$ cat src/rtl/axi_rab_pkg.sv
// Shared R-channel definitions for the RAB datapath: beat layout and field offsets.
package axi_rab_pkg;

  localparam int unsigned R_DATA_W = 32;
  localparam int unsigned R_ID_W   = 4;
  localparam int unsigned R_USER_W = 4;

  // Width-independent offsets of the low fields; data and user follow id.
  localparam int unsigned RESP_OFS = 0;
  localparam int unsigned LAST_OFS = 2;
  localparam int unsigned ID_OFS   = 3;

  typedef struct packed {
    logic [R_USER_W-1:0] user;
    logic [R_DATA_W-1:0] data;
    logic [R_ID_W-1:0]   id;
    logic                last;
    logic [1:0]          resp;
  } r_beat_t;

endpackage

$ cat src/rtl/rab_sync_fifo.sv
// Flop-based synchronous FIFO with wrap-bit pointers and occupancy output.
module rab_sync_fifo #(
  parameter  int unsigned WIDTH = 8,
  parameter  int unsigned DEPTH = 4,
  localparam int unsigned CW    = $clog2(DEPTH + 1)
) (
  input  logic             clk,
  input  logic             rst_n,
  input  logic             push,
  input  logic             pop,
  input  logic [WIDTH-1:0] wdata,
  output logic [WIDTH-1:0] rdata,
  output logic             full,
  output logic             empty,
  output logic [CW-1:0]    fill_level
);

  localparam int unsigned AW = $clog2(DEPTH);
  localparam int unsigned PW = AW + 1;

  logic [WIDTH-1:0] mem [DEPTH];
  logic [PW-1:0]    wr_ptr;
  logic [PW-1:0]    rd_ptr;

  // Pointer advance; the extra MSB distinguishes full from empty.
  always_ff @(posedge clk or negedge rst_n) begin
    if (!rst_n) begin
      wr_ptr <= '0;
      rd_ptr <= '0;
    end else begin
      if (push) wr_ptr <= wr_ptr + PW'(1);
      if (pop)  rd_ptr <= rd_ptr + PW'(1);
    end
  end

  // Payload storage, intentionally not reset.
  always_ff @(posedge clk) begin
    if (push) mem[wr_ptr[AW-1:0]] <= wdata;
  end

  assign rdata      = mem[rd_ptr[AW-1:0]];
  assign empty      = (wr_ptr == rd_ptr);
  assign full       = (wr_ptr[AW] != rd_ptr[AW]) && (wr_ptr[AW-1:0] == rd_ptr[AW-1:0]);
  assign fill_level = CW'(wr_ptr - rd_ptr);

endmodule

$ cat src/rtl/axi4_r_buffer_sf.sv
// AXI4 R-channel buffer: cut-through or store-and-forward release of bursts.
module axi4_r_buffer_sf
  import axi_rab_pkg::*;
#(
  parameter  int unsigned AXI_DATA_WIDTH = 32,
  parameter  int unsigned AXI_ID_WIDTH   = 4,
  parameter  int unsigned AXI_USER_WIDTH = 4,
  parameter  int unsigned DEPTH          = 4,
  parameter  int unsigned STORE_FWD      = 0,
  localparam int unsigned CW             = $clog2(DEPTH + 1)
) (
  input  logic                      axi4_aclk,
  input  logic                      axi4_arstn,
  input  logic [AXI_ID_WIDTH-1:0]   m_axi4_rid,
  input  logic [1:0]                m_axi4_rresp,
  input  logic [AXI_DATA_WIDTH-1:0] m_axi4_rdata,
  input  logic                      m_axi4_rlast,
  input  logic [AXI_USER_WIDTH-1:0] m_axi4_ruser,
  input  logic                      m_axi4_rvalid,
  output logic                      m_axi4_rready,
  output logic [AXI_ID_WIDTH-1:0]   s_axi4_rid,
  output logic [1:0]                s_axi4_rresp,
  output logic [AXI_DATA_WIDTH-1:0] s_axi4_rdata,
  output logic                      s_axi4_rlast,
  output logic [AXI_USER_WIDTH-1:0] s_axi4_ruser,
  output logic                      s_axi4_rvalid,
  input  logic                      s_axi4_rready,
  output logic [CW-1:0]             fill_level_o,
  output logic [CW-1:0]             burst_cnt_o,
  output logic                      sf_bypass_o
);

  localparam int unsigned DATA_OFS = ID_OFS + AXI_ID_WIDTH;
  localparam int unsigned USER_OFS = DATA_OFS + AXI_DATA_WIDTH;
  localparam int unsigned BW       = USER_OFS + AXI_USER_WIDTH;
  localparam bit          SF       = (STORE_FWD != 0);

  if (DEPTH < 2 || (DEPTH & (DEPTH - 1)) != 0) begin : g_bad_depth
    $error("axi4_r_buffer_sf: DEPTH must be a power of two >= 2");
  end

  logic [BW-1:0] beat_in;
  logic [BW-1:0] beat_out;
  logic          full;
  logic          empty;
  logic          push;
  logic          pop;
  logic [CW-1:0] burst_cnt;
  logic          sf_cond;
  logic          sf_hold;

  assign beat_in = {m_axi4_ruser, m_axi4_rdata, m_axi4_rid, m_axi4_rlast, m_axi4_rresp};

  rab_sync_fifo #(
    .WIDTH (BW),
    .DEPTH (DEPTH)
  ) u_fifo (
    .clk        (axi4_aclk),
    .rst_n      (axi4_arstn),
    .push       (push),
    .pop        (pop),
    .wdata      (beat_in),
    .rdata      (beat_out),
    .full       (full),
    .empty      (empty),
    .fill_level (fill_level_o)
  );

  // Handshakes and release gating; ready depends only on occupancy.
  always_comb begin
    m_axi4_rready = !full;
    s_axi4_rvalid = !empty && (!SF || (burst_cnt != '0) || full);
    push          = m_axi4_rvalid && m_axi4_rready;
    pop           = s_axi4_rvalid && s_axi4_rready;
    sf_cond       = SF && full && (burst_cnt == '0) && s_axi4_rvalid;
  end

  assign s_axi4_rresp = beat_out[RESP_OFS +: 2];
  assign s_axi4_rlast = beat_out[LAST_OFS];
  assign s_axi4_rid   = beat_out[ID_OFS +: AXI_ID_WIDTH];
  assign s_axi4_rdata = beat_out[DATA_OFS +: AXI_DATA_WIDTH];
  assign s_axi4_ruser = beat_out[USER_OFS +: AXI_USER_WIDTH];
  assign burst_cnt_o  = burst_cnt;

  // Count of complete bursts (buffered RLAST beats).
  always_ff @(posedge axi4_aclk or negedge axi4_arstn) begin
    if (!axi4_arstn) begin
      burst_cnt <= '0;
    end else begin
      unique case ({push && m_axi4_rlast, pop && s_axi4_rlast})
        2'b10:   burst_cnt <= burst_cnt + CW'(1);
        2'b01:   burst_cnt <= burst_cnt - CW'(1);
        default: burst_cnt <= burst_cnt;
      endcase
    end
  end

  // One pulse each time the full-rule override of store-and-forward begins.
  always_ff @(posedge axi4_aclk or negedge axi4_arstn) begin
    if (!axi4_arstn) begin
      sf_hold     <= 1'b0;
      sf_bypass_o <= 1'b0;
    end else begin
      sf_hold     <= sf_cond;
      sf_bypass_o <= sf_cond && !sf_hold;
    end
  end

endmodule

$ cat config.mk
export PLATFORM = sky130hd
export DESIGN_NAME = axi4_r_buffer_sf
export DESIGN_NICKNAME = d
export VERILOG_FILES = /design/src/rtl/axi_rab_pkg.sv /design/src/rtl/rab_sync_fifo.sv /design/src/rtl/axi4_r_buffer_sf.sv
export SDC_FILE = /design/constraint.sdc
export NUM_CORES = 1
export LEC_CHECK = 0
export ABC_AREA = 1
export ABC_CLOCK_PERIOD_IN_PS = 3370
export CAP_MARGIN = 40
export CORE_MARGIN = 1
export CORE_UTILIZATION = 49
export DETAILED_ROUTE_END_ITERATION = 12
export HOLD_SLACK_MARGIN = 0.12
export PLACE_DENSITY = 0.76
export SETUP_SLACK_MARGIN = 0.02
export SYNTH_ARGS = -nofsm -noshare
export SYNTH_HDL_FRONTEND = slang
export SYNTH_SLANG_ARGS = --single-unit
export TNS_END_PERCENT = 5
$ cat constraint.sdc
create_clock -name axi4_aclk -period 3.37 [get_ports axi4_aclk]
set_input_delay 0.674 -clock axi4_aclk [delete_from_list [all_inputs] [get_ports axi4_aclk]]
set_output_delay 0.674 -clock axi4_aclk [all_outputs]
set_load 0.005 [all_outputs]
==> out/metrics.csv, run 1 <==
stage;metric;value;unit
run_status;outcome;finished, final reports clean;
sta;Max Slew Vio Count;0;
setup_path;Crit path arrival time;2390;ps
global_routing;GRT Max-Usage Layer;met2;
cts;CTS tree;built;
placed_design;Cells after DPL;764;
cts;# H-tree levels;4;
drt;total iterations of the first detailed-routing run;4;
drt;WL per Instance;17.9;µm
sta;hold slack final;519;ps
power;Pleak;0.00299;µW
cells_and_area;area grow syn2layout;24.1;%
placed_design;dpl hpwl;8470;µm
floorplanning;chip width;122;µm
cts;Post-CTS Hold Buffers;0;
yosys;Distinct cells, synth;22;
cells_and_area;commonest non-fill, non-tap cells in the layout;edfxtp_1 (172), clkdlybuf4s50_1 (97), nor2_1 (85), o21ai_0 (85), o22ai_1 (42);
setup_path;crit path max fanout;24;
yosys;register area share after synthesis;76.5;%
min_path;Hold Crit Class;flop to flop;
yosys;Mapped Cells;502;
yosys;synthesized flop and latch total;181;
yosys;Synth area leaders;edfxtp_1 (73%), o21ai_0 (6.0%), nor2_1 (4.7%);
global_routing;met2 usage;33.3;%
setup_path;critical path type;flop to output pin;
global_routing;initial antenna violation count;0;
floorplanning;Top Ports;99;
sta;min Tclk post-route;3060;ps
yosys;Synth Cell Area;7050;µm²
setup_path;Critical R2R Launch;u_fifo.rd_ptr[1];
sta;Worst slew margin;66.2;%
cells_and_area;layout cells sized above 1;8.60;%
setup_path;flop-to-flop setup slack;830;ps
sta;final hold vios;0;
global_routing;global-route wire length before repair;22000;µm
cts;Worst-Skew Late Latency;420;ps
sta;Final Setup Violations;0;
flow_run;Max Cap Viol;0;
sta;worst clock skew;5.63;ps
yosys;syn avg cell area;14.0;µm²
yosys;post-synth top area share;73.3;%
drt;drt total wl;14200;µm
placed_design;buffers added on ports;97;
drt;vias per cell;5.41;
floorplanning;core area;13900;µm²
sta;period utilisation layout;90.9;%
drt;residual DRC count;0;
global_routing;total gr overflow;0;
setup_path;crit path from;u_fifo.rd_ptr[1];
cts;clock sinks;181;
sta;fmax;0.326;GHz
setup_path;CP Launch Type;flop;
cts;clock root cell;clkbuf_16;
setup_path;r2r worst-path depth;13;
setup_path;reg-to-reg endpoint;burst_cnt_o[2];
cts;clk slew on worst S/H paths;70;ps
global_routing;largest net degree at the start of global routing;47;
sta;Slew @ Worst Pin;507;ps
floorplanning;Starting Density;50.6;%
setup_path;Worst Path Required;2700;ps
power;Final Power;8020;µW
cts;Post-CTS Setup Bufs;0;
cts;number of CTS-inserted buffers;17;
setup_path;crit path to;s_axi4_rdata[7];
cells_and_area;commonest non-fill, non-tap cell in the layout;edfxtp_1;
cells_and_area;fin cells;796;
floorplanning;die area;14900;µm²
global_routing;met3 usage;6.13;%
drt;vias post-DR;4303;
yosys;Syn Nets;559;
floorplanning;Die Y;122;µm
global_routing;GR Layer Usage met1;26.1;%
cells_and_area;NumNets Final;660;
placed_design;placer congestion estimate;0.773;
sta;RSZ-0062 raised after global routing;false;
cts;Max Root-Sink Buffers;2;
cells_and_area;Final Util;62.8;%
power;peak supply drop;0.519;mV
power;PwrDens;917;nW/µm²
drt;antenna-violating nets left;0;
cts;# resized after CTS;0;
drt;Iter 0 DRT Violations;241;
cells_and_area;ANT cells;0;
global_routing;GRT Resource Usage Total;20.6;%
yosys;Ys Warns;0;
sta;Setup TNS;0;ps
floorplanning;num rows;43;
global_routing;vias in the first global route;4246;
yosys;post-synth top area cell;edfxtp_1;
setup_path;Setup crit end kind;output pin;
## critical path: stages, from the launching register on
cell	delay, ps
dfrtp_2	410
inv_2	290
buf_4	360
o21ai_0	160
o22ai_1	190
clkdlybuf4s50_1	540
## power breakdown
part / internal [µW] / switching (µW) / total (µW) / leakage (µW)
clock network: 932 / 787 / 1720 / 0.000222
logic: 1430 / 1680 / 3120 / 0.00109
registers: 3020 / 167 / 3180 / 0.00168
total: 5380 / 2640 / 8020 / 0.00299
## worst min-delay path by stage
stage	startpoint	to	slack (ps)	cells after the start
2_1_floorplan	axi4_arstn	burst_cnt_o[0]	380	0
3_3_place_gp	burst_cnt_o[0]	burst_cnt_o[0]	490	1
4_1_cts	burst_cnt_o[2]	burst_cnt_o[2]	520	1
3_5_place_dp	burst_cnt_o[2]	burst_cnt_o[2]	510	1
6_report	burst_cnt_o[2]	burst_cnt_o[2]	520	1
5_1_grt	burst_cnt_o[2]	burst_cnt_o[2]	550	1
## per-layer routing
layer	wire [µm]	vias up
li1	-	2042
met1	5940	2097
met2	7140	143
met3	918	21
met4	216	0
met5	0	-
## synth_stat cells (all sizes together)
| library cell | number |
|---|---|
| inv | 20 |
| conb | 1 |
| xnor2 | 2 |
| edfxtp | 172 |
| xor2 | 2 |
| nand2 | 30 |
| nand3 | 12 |
| fa | 2 |
| buf | 26 |
| o22ai | 42 |
| ha | 8 |
| nor2 | 88 |
| clkbuf | 3 |
| o21ai | 85 |
| dfrtp | 9 |
## stage by stage
step	setup WS, ps	cell area, µm²
6_report	306	8740
4_1_cts	298	8740
5_1_grt	165	8740
3_5_place_dp	766	8220
2_1_floorplan	-235	7050
3_3_place_gp	809	8220
## flip-flops by register name, indices dropped and copies added, names as in the netlist
register,count
u_fifo.mem,172
u_fifo.wr_ptr,3
burst_cnt_o,3
u_fifo.rd_ptr,3
## kinds of logic (layout without fill, tap and decap cells)
logic type,after synthesis,in the layout,synth area share [%]
AOI/OAI and AO/OA,127,127,9.76
other,1,1,0.0532
buffers and inverters,49,163,3.76
DFF,181,181,76.5
adders and majority gates,10,10,1.99
and+or+nand+nor,130,130,7.46
xor gates and xnor gates,4,4,0.497
## final cells by class
type / instances / area, µm²
Sequential cell: 181 / 5390
Fill cell: 1017 / 5190
Multi-Input combinational cell: 272 / 1420
Timing Repair Buffer: 111 / 1110
Clock buffer: 19 / 433
Tap cell: 180 / 225
Clock inverter: 13 / 87.6
Inverter: 20 / 77.6
(Power assumes the default switching activity.)
==> inputs of run 2 (changes only) <==
Settings changed: GPL_TIMING_DRIVEN set to 0, REMOVE_ABC_BUFFERS set to 1.
==> out/metrics.csv, run 2 (same netlist as run 1, synthesis figures left out) <==
stage;metric;value;unit;change
run_status;outcome;finished, final reports clean;;unchanged
power;peak supply drop;0.659;mV;was 0.519 mV
cts;number of CTS-inserted buffers;17;;unchanged
floorplanning;core area;13900;µm²;unchanged
min_path;Worst Hold Depth;1;;unchanged
global_routing;total gr overflow;0;;unchanged
setup_path;CP peak stage delay;580;ps;was 540 ps
cts;clk slew on worst S/H paths;70;ps;about the same
floorplanning;Starting Density;50.6;%;unchanged
cts;clock sinks;181;;unchanged
cells_and_area;commonest non-fill, non-tap cell in the layout;edfxtp_1;;unchanged
setup_path;CP Cell Sequence;buf_16 > inv_12 > o21ai_0 > o22ai_1 > clkdlybuf4s50_1;;was inv_2 > buf_4 > o21ai_0 > o22ai_1 > clkdlybuf4s50_1
power;PwrDens;945;nW/µm²;was 917 nW/µm²
global_routing;largest net degree at the start of global routing;88;;was 47
drt;vias post-DR;4276;;was 4,303
min_path;Hold Crit Class;flop to flop;;unchanged
placed_design;Cells after DPL;756;;was 764
placed_design;Placed Area;8210;µm²;was 8220 µm²
placed_design;pre-CTS setup slack;-88.6;ps;was 766 ps
sta;RSZ-0062 raised after global routing;false;;unchanged
cts;CTS tree;built;;unchanged
floorplanning;chip width;122;µm;unchanged
drt;drt total wl;14100;µm;was 14,200 µm
drt;WL per Instance;17.9;µm;about the same
drt;residual DRC count;0;;unchanged
placed_design;buffers added on ports;97;;unchanged
cells_and_area;ANT cells;0;;unchanged
setup_path;slowest CP cell;dfrtp_4;;was clkdlybuf4s50_1
cts;clock root cell;clkbuf_16;;unchanged
drt;total iterations of the first detailed-routing run;4;;unchanged
drt;Iter 0 DRT Violations;331;;was 241
setup_path;CP Launch Type;flop;;unchanged
global_routing;global-route wire length before repair;21900;µm;was 22,000 µm
setup_path;Worst path depth;5;;unchanged
sta;Worst slew margin;48.6;%;was 66.2%
setup_path;Critical R2R Launch;u_fifo.rd_ptr[1];;unchanged
cts;Post-CTS Hold Buffers;0;;unchanged
sta;Final Setup Violations;0;;unchanged
sta;period utilisation layout;96.8;%;was 90.9%
cells_and_area;commonest non-fill, non-tap cells in the layout;edfxtp_1 (172), clkdlybuf4s50_1 (97), nor2_1 (85), o21ai_0 (85), o22ai_1 (42);;unchanged
min_path;HP Start;burst_cnt_o[2];;unchanged
cells_and_area;layout cells sized above 1;7.73;%;was 8.60%
power;Pleak;0.00303;µW;was 0.00299 µW
setup_path;Worst Path Required;2700;ps;about the same
cells_and_area;fin cells;788;;was 796
setup_path;crit path from;u_fifo.rd_ptr[0];;was u_fifo.rd_ptr[1]
sta;final setup margin;108;ps;was 306 ps
cells_and_area;post-route cell area;8850;µm²;was 8740 µm²
sta;Slew @ Worst Pin;769;ps;was 507 ps
sta;Max Slew Vio Count;0;;unchanged
placed_design;dpl hpwl;8090;µm;was 8470 µm
power;Final Power;8360;µW;was 8020 µW
cts;# H-tree levels;4;;unchanged
setup_path;r2r worst-path depth;15;;was 13
sta;final hold vios;0;;unchanged
setup_path;crit path max fanout;87;;was 24
cells_and_area;area grow syn2layout;25.5;%;was 24.1%
sta;worst clock skew;16.7;ps;was 5.63 ps
drt;antenna-violating nets left;0;;unchanged
global_routing;GRT Resource Usage Total;20.4;%;was 20.6%
setup_path;Setup crit end kind;output pin;;unchanged
sta;min Tclk post-route;3260;ps;was 3060 ps
setup_path;critical path type;flop to output pin;;unchanged
floorplanning;die area;14900;µm²;unchanged
cells_and_area;NumNets Final;652;;was 660
floorplanning;num rows;43;;unchanged
floorplanning;Top Ports;99;;unchanged
global_routing;vias in the first global route;4285;;was 4,246
setup_path;cell family with most CP delay;buffers and inverters;;unchanged
cts;Worst-Skew Late Latency;430;ps;was 420 ps
cells_and_area;max reg flops;172;;unchanged
cts;Max Root-Sink Buffers;2;;unchanged
global_routing;initial antenna violation count;0;;unchanged
flow_run;Max Cap Viol;0;;unchanged
setup_path;Buffers & Inverters on Critical Path;3;;unchanged
placed_design;placer congestion estimate;0.764;;was 0.773
drt;vias per cell;5.43;;was 5.41
setup_path;Crit path arrival time;2590;ps;was 2390 ps
sta;fmax;0.307;GHz;was 0.326 GHz
floorplanning;Die Y;122;µm;unchanged
[run 2: cell type report]
class,count,area (µm²)
clock inverters,14,185
multi-input cells,272,1420
well taps,180,225
repair buffers,103,1100
flip-flops and latches,181,5400
fillers,1003,5090
clock buffers,18,429
inverters,20,95.1
[run 2: timing repair]
| action | CTS | global route |
|---|---|---|
| setup buffers | 0 | 0 |
| resized for setup | 4 | 4 |
| endpoints found under the setup margin | 112 | 22 |
[run 2: final timing paths]
path                            slack [ps]               end
worst max-delay path                   110   s_axi4_rresp[0]
worst min-delay path                   510    burst_cnt_o[2]
worst max register to register         390    burst_cnt_o[2]
worst min register to register         510    burst_cnt_o[2]
max in group asynchronous             2500  u_fifo.rd_ptr[1]
min in group asynchronous              540    burst_cnt_o[2]
[run 2: per-stage QoR]
| step | util, % | setup TNS (ps) | hold WS (ps) |
|---|---|---|---|
| CTS | 63.4 | 0 | 516 |
| global placement | 57.8 | -620900 | 459 |
| detailed placement | 58.9 | -4150 | 502 |
| finish | 63.5 | 0 | 510 |
| floorplan | - | -151410 | 378 |
| global route | 63.5 | 0 | 532 |
[run 2: layer usage]
metal	routed length (µm)	global-route usage [%]
met5	0	0
met4	226	8.10
met3	898	5.90
met2	7340	35.2
met1	5600	24.0
[run 2: where the power goes]
part	total, µW	internal [µW]	leakage [µW]	switching, µW
sequential	3220	3020	0.00168	201
combinational	3110	1440	0.00106	1670
clock	2020	1230	0.000287	789
==> inputs of run 3 (changes only) <==
Settings changed: ABC_CLOCK_PERIOD_IN_PS 3370 to not set, CORE_UTILIZATION 49 to 30, PLACE_DENSITY 0.76 to not set.
==> out/metrics.csv, run 3 (same netlist as run 1, synthesis figures left out) <==
stage;metric;value;unit;change
sta;worst clock skew;6.60;ps;was 16.7 ps
sta;Worst slew margin;43.1;%;was 48.6%
cells_and_area;commonest non-fill, non-tap cell in the layout;edfxtp_1;;unchanged
setup_path;Setup crit end kind;output pin;;unchanged
power;Final Power;8680;µW;was 8360 µW
sta;Setup TNS;0;ps;unchanged
floorplanning;num rows;55;;was 43
floorplanning;chip width;155;µm;was 122 µm
cts;Max Root-Sink Buffers;2;;unchanged
floorplanning;Die Y;155;µm;was 122 µm
sta;Slew @ Worst Pin;852;ps;was 769 ps
power;Pleak;0.00309;µW;was 0.00303 µW
drt;drt total wl;16000;µm;was 14,100 µm
min_path;Worst Hold Depth;1;;unchanged
min_path;HP Start;burst_cnt_o[2];;unchanged
power;PwrDens;953;nW/µm²;was 945 nW/µm²
global_routing;initial antenna violation count;0;;unchanged
cts;Worst-Skew Late Latency;420;ps;was 430 ps
cts;clock sinks;181;;unchanged
setup_path;crit path from;u_fifo.rd_ptr[0];;unchanged
drt;residual DRC count;0;;unchanged
power;peak supply drop;0.334;mV;was 0.659 mV
drt;WL per Instance;17.3;µm;was 17.9 µm
cells_and_area;post-route cell area;9110;µm²;was 8850 µm²
drt;antenna-violating nets left;0;;unchanged
sta;hold slack final;477;ps;was 510 ps
setup_path;Worst Path Required;2700;ps;about the same
placed_design;dpl hpwl;9510;µm;was 8090 µm
global_routing;vias in the first global route;4632;;was 4,285
setup_path;r2r worst-path depth;10;;was 15
sta;min Tclk post-route;3300;ps;was 3260 ps
setup_path;reg-to-reg endpoint;u_fifo.mem[1][0];;was burst_cnt_o[2]
cts;clock root cell;clkbuf_16;;unchanged
floorplanning;Starting Density;30.8;%;was 50.6%
cells_and_area;ANT cells;0;;unchanged
cells_and_area;NumNets Final;655;;was 652
cells_and_area;layout cells sized above 1;8.35;%;was 7.73%
drt;vias post-DR;4364;;was 4,276
setup_path;Crit path arrival time;2630;ps;was 2590 ps
sta;final hold vios;0;;unchanged
setup_path;flop-to-flop setup slack;270;ps;was 390 ps
flow_run;Max Cap Viol;0;;unchanged
placed_design;placer congestion estimate;0.714;;was 0.764
drt;Iter 0 DRT Violations;239;;was 331
sta;fmax;0.303;GHz;was 0.307 GHz
sta;Final Setup Violations;0;;unchanged
run_status;outcome;finished, final reports clean;;unchanged
sta;period utilisation layout;97.9;%;was 96.8%
floorplanning;core area;22800;µm²;was 13,900 µm²
cts;# H-tree levels;4;;unchanged
drt;vias per cell;4.72;;was 5.43
setup_path;critical path type;flop to output pin;;unchanged
setup_path;Critical R2R Launch;u_fifo.rd_ptr[1];;unchanged
cells_and_area;max reg flops;172;;unchanged
cts;clk slew on worst S/H paths;60;ps;was 70 ps
setup_path;crit path max fanout;46;;was 87
min_path;Hold Crit Class;flop to flop;;unchanged
min_path;Hold Path Sink;burst_cnt_o[2];;unchanged
global_routing;total gr overflow;0;;unchanged
cts;CTS tree;built;;unchanged
setup_path;CP Launch Type;flop;;unchanged
sta;Max Slew Vio Count;0;;unchanged
floorplanning;Top Ports;99;;unchanged
global_routing;largest net degree at the start of global routing;88;;unchanged
placed_design;Placed Area;8410;µm²;was 8210 µm²
cells_and_area;area grow syn2layout;29.3;%;was 25.5%
floorplanning;die area;24100;µm²;was 14,900 µm²
global_routing;global-route wire length before repair;25100;µm;was 21,900 µm
placed_design;buffers added on ports;97;;unchanged
cells_and_area;commonest non-fill, non-tap cells in the layout;edfxtp_1 (172), clkdlybuf4s50_1 (97), nor2_1 (85), o21ai_0 (85), o22ai_1 (42);;unchanged
global_routing;GRT Resource Usage Total;13.9;%;was 20.4%
sta;RSZ-0062 raised after global routing;true;;was false
cts;number of CTS-inserted buffers;17;;unchanged
drt;total iterations of the first detailed-routing run;4;;unchanged
==> run 3: power by group <==
part           internal [µW]  switching (µW)  leakage, µW
sequential              3020             224      0.00168
clock                   1330             858     0.000306
combinational           1510            1740      0.00110
total                   5860            2820      0.00309
==> run 3: metal layers <==
metal | track usage, % | part of all wire, %
met4 | 4.81 | 1.2
met5 | 0 | 0
met2 | 24.8 | 52
met3 | 3.48 | 3.7
met1 | 16.3 | 43
==> run 3: how the worst max path moves through the flow <==
stage	slack (ps)	end	cells after the start
global placement	-4110	u_fifo.mem[0][23]	7
finish	70	fill_level_o[2]	5
CTS	30	fill_level_o[2]	5
global route	-70	s_axi4_rvalid	8
floorplan	-1140	u_fifo.mem[0][0]	6
detailed placement	-150	u_fifo.mem[1][20]	10
==> run 3: cell type report <==
type | instances | area (µm²)
Timing Repair Buffer | 106 | 1160
Multi-Input combinational cell | 272 | 1420
Fill cell | 2138 | 13700
Tap cell | 313 | 392
Clock inverter | 14 | 220
Sequential cell | 181 | 5400
Inverter | 20 | 95.1
Clock buffer | 18 | 429
==> run 3: what timing repair did <==
action	CTS	global route
endpoints found under the hold margin	0	0
setup endpoints to repair	113	33
gates resized for setup	6	2
buffers inserted	2	0
gates cloned	0	0
hold buffers	0	0
==> run 3: metrics by stage <==
stage | instances | worst slack, ps | util [%]
after CTS | 924 | 30.4 | 39.9
after detailed placement | 890 | -146 | 36.8
after global placement | 883 | -4110 | 36.0
after floorplan | 473 | -1140 | -
final | 924 | 69.7 | 39.9
after global routing | 924 | -66.0 | 39.9
==> run 3: worst max-delay path, cell delays in order (launching register included) <==
cell	delay, ps
dfrtp_4	630
buf_12	260
ha_1	240
fa_1	380
xor2_1	170
clkdlybuf4s50_1	520
